**src/rtl/gfx_frame_reg_sync.sv**
```systemverilog
// Double-buffered graphics register file: CPU writes land in staging registers
// and are committed to the active set only at end of frame, so objects never tear.
module gfx_frame_reg_sync #(
  parameter logic [3:0]  CS_ID     = 4'd2,
  parameter logic [18:0] LAST_ADDR = 19'h4AFFF,
  parameter int          NUM_REGS  = 10
) (
  input  logic                clk,
  input  logic                rst,
  input  logic [3:0]          chipselect,
  input  logic [15:0]         databus,
  input  logic [3:0]          data_address,
  input  logic                VGA_ready,
  input  logic [18:0]         pixel_address,
  input  logic                commit_en,
  output logic [15:0]         paddle_1_x,
  output logic [15:0]         paddle_1_y,
  output logic [15:0]         paddle_2_x,
  output logic [15:0]         paddle_2_y,
  output logic [15:0]         ball_x,
  output logic [15:0]         ball_y,
  output logic [15:0]         ball_z,
  output logic [15:0]         player_1_score,
  output logic [15:0]         player_2_score,
  output logic [15:0]         game_state,
  output logic [NUM_REGS-1:0] pending,
  output logic                commit_done,
  output logic                overwrite_err,
  output logic                addr_err,
  output logic [15:0]         frame_count
);

  // state | meaning
  // IDLE  | nothing staged
  // ARMED | staged writes waiting for end of frame
  // DONE  | commit happened on the previous edge (commit_done high)
  typedef enum logic [1:0] {IDLE, ARMED, DONE} state_t;

  state_t            state;
  logic [15:0]       staging [NUM_REGS];
  logic [15:0]       active  [NUM_REGS];

  logic                frame_end;
  logic                write;
  logic                wr_valid;
  logic                commit;
  logic [NUM_REGS-1:0] wr_mask;
  logic [NUM_REGS-1:0] pending_next;

  function automatic logic [15:0] reset_val(input int idx);
    case (idx)
      0:       reset_val = 16'd100;
      1:       reset_val = 16'd200;
      2:       reset_val = 16'd350;
      3:       reset_val = 16'd250;
      4:       reset_val = 16'd305;
      5:       reset_val = 16'd240;
      default: reset_val = 16'd0;
    endcase
  endfunction

  always_comb begin
    frame_end = VGA_ready && (pixel_address == LAST_ADDR);
    write     = (chipselect == CS_ID);
    wr_valid  = write && (data_address < 4'(NUM_REGS));
    // Commit depends only on pending, so a back-to-back frame_end in DONE acts like ARMED
    commit    = frame_end && commit_en && (|pending);
    wr_mask   = '0;
    for (int i = 0; i < NUM_REGS; i++)
      wr_mask[i] = wr_valid && (data_address == 4'(i));
    pending_next = (commit ? '0 : pending) | wr_mask;
  end

  always_ff @(posedge clk) begin
    if (rst) begin
      state         <= IDLE;
      pending       <= '0;
      overwrite_err <= 1'b0;
      addr_err      <= 1'b0;
      frame_count   <= 16'd0;
      for (int i = 0; i < NUM_REGS; i++) begin
        staging[i] <= reset_val(i);
        active[i]  <= reset_val(i);
      end
    end else begin
      for (int i = 0; i < NUM_REGS; i++) begin
        if (commit && pending[i])
          active[i] <= staging[i];
        if (wr_mask[i])
          staging[i] <= databus;
      end
      pending <= pending_next;
      // A re-write racing a commit of the same index is a legitimate next-frame update
      if ((|(wr_mask & pending)) && !commit)
        overwrite_err <= 1'b1;
      if (write && !wr_valid)
        addr_err <= 1'b1;
      if (frame_end)
        frame_count <= frame_count + 16'd1;
      case (state)
        IDLE:    state <= (|pending_next) ? ARMED : IDLE;
        default: begin
          if (commit)               state <= DONE;
          else if (|pending_next)   state <= ARMED;
          else                      state <= IDLE;
        end
      endcase
    end
  end

  assign commit_done    = (state == DONE);
  assign paddle_1_x     = active[0];
  assign paddle_1_y     = active[1];
  assign paddle_2_x     = active[2];
  assign paddle_2_y     = active[3];
  assign ball_x         = active[4];
  assign ball_y         = active[5];
  assign ball_z         = active[6];
  assign player_1_score = active[7];
  assign player_2_score = active[8];
  assign game_state     = active[9];

endmodule

```
**config.mk**
```make
export PLATFORM = sky130hd
export DESIGN_NAME = gfx_frame_reg_sync
export DESIGN_NICKNAME = d
export VERILOG_FILES = /design/src/rtl/gfx_frame_reg_sync.sv
export SDC_FILE = /design/constraint.sdc
export NUM_CORES = 1
export LEC_CHECK = 0
export CORE_UTILIZATION = 55
export CTS_BUF_LIST = sky130_fd_sc_hd__clkbuf_4 sky130_fd_sc_hd__clkbuf_8
export DETAILED_ROUTE_END_ITERATION = 10
export GPL_TIMING_DRIVEN = 0
export PLACE_DENSITY = 0.9
export SLEW_MARGIN = 25
export SYNTH_ARGS = -nofsm -noshare
export SYNTH_HDL_FRONTEND = slang
export SYNTH_SLANG_ARGS = --single-unit
```
**constraint.sdc**
```tcl
create_clock -name clk -period 4.1 [get_ports clk]
set_input_delay 0.41 -clock clk [delete_from_list [all_inputs] [get_ports clk]]
set_output_delay 0.41 -clock clk [all_outputs]
set_load 0.02 [all_outputs]
```
-- Yosys cells after proc, flatten, opt, wreduce, memory -nomap -nowiden
Memory sizes are Yosys's and may differ from the RTL's.
Index checks and enable logic that the tools add are counted.
- register bits: 30
- memory bits (writable): 320
- output and inout port bits: 189
- memories: 2
- memory list (name ; depth ; width ; read ports ; clocked after Yosys merged registers in ; wr ports ; line ; RTL):
    active ; 10 ; 16 ; 10 ; 0 ; 10 ; 41 ; logic [15:0] active [NUM_REGS];
    staging ; 10 ; 16 ; 10 ; 0 ; 10 ; 40 ; logic [15:0] staging [NUM_REGS];
- $add $sub $neg: 1
- order comparisons: 1
- equal/unequal tests: 12
- muxes and demuxes: 93
- bitwise gates (word level): 22
- reductions and logical operators: 33
- operators with widths (operator ; count):
    $mux W16 ; 27
    $mux W1 ; 63
    $reduce_or A10 Y1 ; 3
    $logic_and A1 B1 Y1 ; 26
    $or A1 B1 Y1 ; 20
    $eq A19 B19 Y1 const B ; 1
    $add A16 B1 Y16 const B ; 1
    $eq A4 B3 Y1 const B ; 4
    $eq A4 B2 Y1 const B ; 3
    $and A10 B10 Y10 ; 1
    $mux W10 ; 1
    $or A10 B10 Y10 ; 1
    $eq A4 B4 Y1 const B ; 2
    $eq A4 B1 Y1 const B ; 1
    $logic_not A4 Y1 ; 1
    $lt A4 B4 Y1 const B ; 1
    $mux W2 ; 2
    $eq A2 B2 Y1 const B ; 1
    $logic_not A1 Y1 ; 2
    $logic_not A2 Y1 ; 1

-- Logic depth before layout (Yosys ltp)
- depth in word-level cells: 10
- mapped depth: 8
- gate-level depth less buffers: 6

-- Worst setup path after synthesis
Ideal clock, no wire load.
- path type: input -> register
- start point: input chipselect[0]
- end point: memory staging[0][0], enable pin
- library setup time: 0.414 ns
- arrival: 2.719 ns
- data required time: 3.686 ns
- path slack: 0.967 ns
- stages: 4
- buffers on the path: 1
- path through: or4b_4 -> or3_1 -> buf_6 -> o31ai_1
- RTL lines (what ; line ; RTL):
    start, declared ; 10 ; input logic [3:0] chipselect,
    end, declared ; 40 ;

==> results.yml <==
outcome:
  status: "finished clean"
setup_path:
  critical_path_class: "in -> reg"
  critical_path_required_ns: 4.52
  worst_ep_arrival_time_ns: 3.52
  critPathCaptureType: "register"
  critPathMaxFanout: 10
  cp-start-kind: "primary input"
timing:
  setup_viol: 0
  unrepaired_setup_endpoints_after_global_routing: "no"
  drv_slew: 0
  maxSlewHeadroom_pct: 30.41
  finalHoldViolCount: 0
  finClkSkew_ns: 0.01965
  slew_worst_pin_ns: 1.040
  clock.fmax_mhz: 321.9
  fin_crit_sh_pct: 75.77
  timing.final.crit_period_ns: 3.106
synth:
  syn_nets: 932
  synth_edf_count: 320
  yosysWarningCount: 0
  synth.ff_latch_count: 350
  synth_cells: 884
  yosysSeqAreaShare_pct: 75.65
  synth.distinct_cells: 50
  synth_area_per_cell_um2: 15.27
  postSynth.asyncResetShare_pct: 0
  yosys_most_used_dff: "edfxtp_1"
  synth_area_um2: 13500
clock_tree:
  cts_repair_resize_count: 0
  clk_pin_slew_ns: 0.06
  number_of_sinks_handled_by_clock_tree_synthesis: 350
  h_tree_depth_reported_by_cts: 2
  worst_skew_pair.late_latency_ns: 0.57
  clock_tree_from_tritoncts: "built"
  postcts_setup_bufs: 0
  cts.path.max_buffers: 3
  cts_buffers: 51
  cts_root_buffer: "clkbuf_8"
  postCtsHoldBufs: 0
routing:
  route.top_layer_used: "met4"
  wl_per_cell_um: 19.85
  route.antenna.remaining_nets: 0
  wirelength_um: 30490
  drtPass1Iterations: 5
  final_routed_drc_violation_total: 0
  detailed_route_via_count: 8043
  wl_met3_um: 2443
  vias_cell: 5.236
  initialDrtViolationCount: 560
  met1_layer_wirelength_in_the_final_routing_um: 11940
  route.met2.wl_um: 15020
final_layout:
  multi_input_area_um2: 3164
  filler_cells: 1457
  instances_no_fill: 1536
  commonest_cells_after_routing_fill_and_taps_aside: "edfxtp_1 (320), and2_1 (261), clkdlybuf4s50_1 (233), clkbuf_8 (64), nand2_1 (34)"
  final_cell_area_um2: 17410
  nets: 1220
  signed_area_change_from_the_synthesized_netlist_to_the_final_layout_pct: 28.96
  final-seq-area_um2: 10210
  utilization_pct: 73.28
  mostFrequentLayoutCell: "edfxtp_1"
  share_of_post_route_cells_with_drive_strength_above_1_pct: 10.70
run:
  drv_cap: 0
pwr:
  power.total_mw: 7.336
  pleak_nw: 6.241
  max-vdd-ir-drop_mv: 0.2493
  power_share_of_the_combinational_group_pct: 4.9
  seqPwrFrac_pct: 55.2
  cell_internal_pwr_mw: 5.799
  p_clk_share_pct: 39.9
  swShare_pct: 20.94
  total_switching_power_mw: 1.536
  power.density_cell_area_nw_per_um2: 421.5
grt:
  globalRouteTotalUtil_pct: 24.91
  grt_overflow: 0
  grt_max_degree: 17
  number_of_global_route_vias_before_repair: 7851
  grt_first_pass_wirelength_um: 44590
  grt_antenna_before_repair: 0
min_path:
  hold_path_class: "in -> reg"
floorplanning:
  pin_count: 236
  core_area_um2: 23750
  die_x_um: 158.7
  floorplan.initialDensity_pct: 56.82
  floorplan.rows: 56
  dieArea_um2: 25170
  die_height_um: 158.7
place:
  place_hpwl_um: 20780
  buffer_ports.inserted: 233
  post_dp_area_um2: 16290
  gp_congestion: 0.8357
  dpl.cell_count: 1438
-- path summary, 6_finish.rpt --
| path | slack [ns] | to | cells after the start | from |
|---|---|---|---|---|
| min | 0.47 | staging[0][6]$_SDFFCE_PN1P_ | 3 | rst |
| max reg2reg | 1.15 | active[5][10]$_SDFFCE_PN0P_ | 7 | pending[1]$_SDFF_PP0_ |
| max | 0.99 | staging[5][12]$_SDFFCE_PN0P_ | 6 | chipselect[0] |
| min reg2reg | 0.47 | addr_err$_SDFFE_PP0P_ | 2 | addr_err$_SDFFE_PP0P_ |
-- per-stage QoR --
step	TNS [ns]	setup slack [ns]	hold slack (ns)
3_5_place_dp	0	0.4392	0.4627
3_3_place_gp	-1.052	-0.06688	0.4584
5_1_grt	0	0.8316	0.4675
2_1_floorplan	0	0.9670	0.4773
6_report	0	0.9936	0.4724
4_1_cts	0	1.006	0.4382
-- synth_stat cells (2+ instances only) --
cell	count	share of area, %
edfxtp_1	320	71
and2_1	261	12
nand2_1	34	0.95
nand2b_1	33	1.5
dfxtp_1	30	4.4
nor2_1	25	0.70
clkbuf_1	19	0.53
or2b_1	17	0.95
and3_1	12	0.56
nand4_1	10	0.46
and2_2	9	0.50
a21o_1	8	0.44
a21oi_1	8	0.30
o21ai_0	8	0.30
or3_1	7	0.32
clkbuf_2	6	0.22
nand3_1	6	0.22
nor3_1	5	0.19
nor4_1	5	0.23
o31ai_1	5	0.28
xor2_1	5	0.32
buf_2	4	0.15
inv_1	4	0.11
or4_1	4	0.22
xnor2_1	4	0.26
mux2i_1	3	0.22
nor2b_1	3	0.14
nor3_4	3	0.36
a211oi_1	2	0.11
and4_1	2	0.13
and4bb_2	2	0.19
nor4b_1	2	0.13
-- cells by family after synthesis --
family	count (synthesis)	synth area share, %
AND/OR/NAND/NOR	446	20.38
multiplexers	3	0.2225
AO/OA/AOI/OAI	39	1.901
flip-flops	350	75.65
XOR/XNOR	9	0.5840
adder cells (fa/ha/maj)	1	0.09269
buffers and inverters	36	1.177
-- final cells by class --
cell class | instances | area share [%]
antenna | 2 | 0.02875
buffer | 32 | 0.8267
clock buffer | 84 | 5.923
clock inverter | 12 | 0.4744
inverter | 4 | 0.08626
multi-input combinational | 498 | 18.18
sequential | 350 | 58.66
tap | 319 | 2.293
timing repair buffer | 235 | 13.53
-- power groups by stage --
stage	registers (mW)	logic (mW)	clock network, mW
6_report	4.05	0.358	2.93
5_1_grt	4.06	0.376	3.12
4_1_cts	4.05	0.358	2.96
3_5_place_dp	4.13	0.358	0
3_3_place_gp	4.12	0.343	0
2_1_floorplan	4.18	0.0770	0
-- registers in the layout, summed over array words and instances, names as in the netlist --
signal and count:
active 160, staging 160, frame_count 16, pending 10
state 2, addr_err 1, overwrite_err 1
-- layer usage --
layer,vias to the layer above,GRT usage (%)
li1,3725,-
met1,3915,29.77
met2,345,42.34
met3,58,6.560
met4,0,11.36
met5,-,0
-- critical path: stages --
cell and delay, ns:
clkdlybuf4s50_1 0.42, nor4b_1 0.81, nand2_1 0.43, nor3_1 0.89
clkbuf_1 0.36, and2_1 0.19
Power figures use the tool's default switching activity.
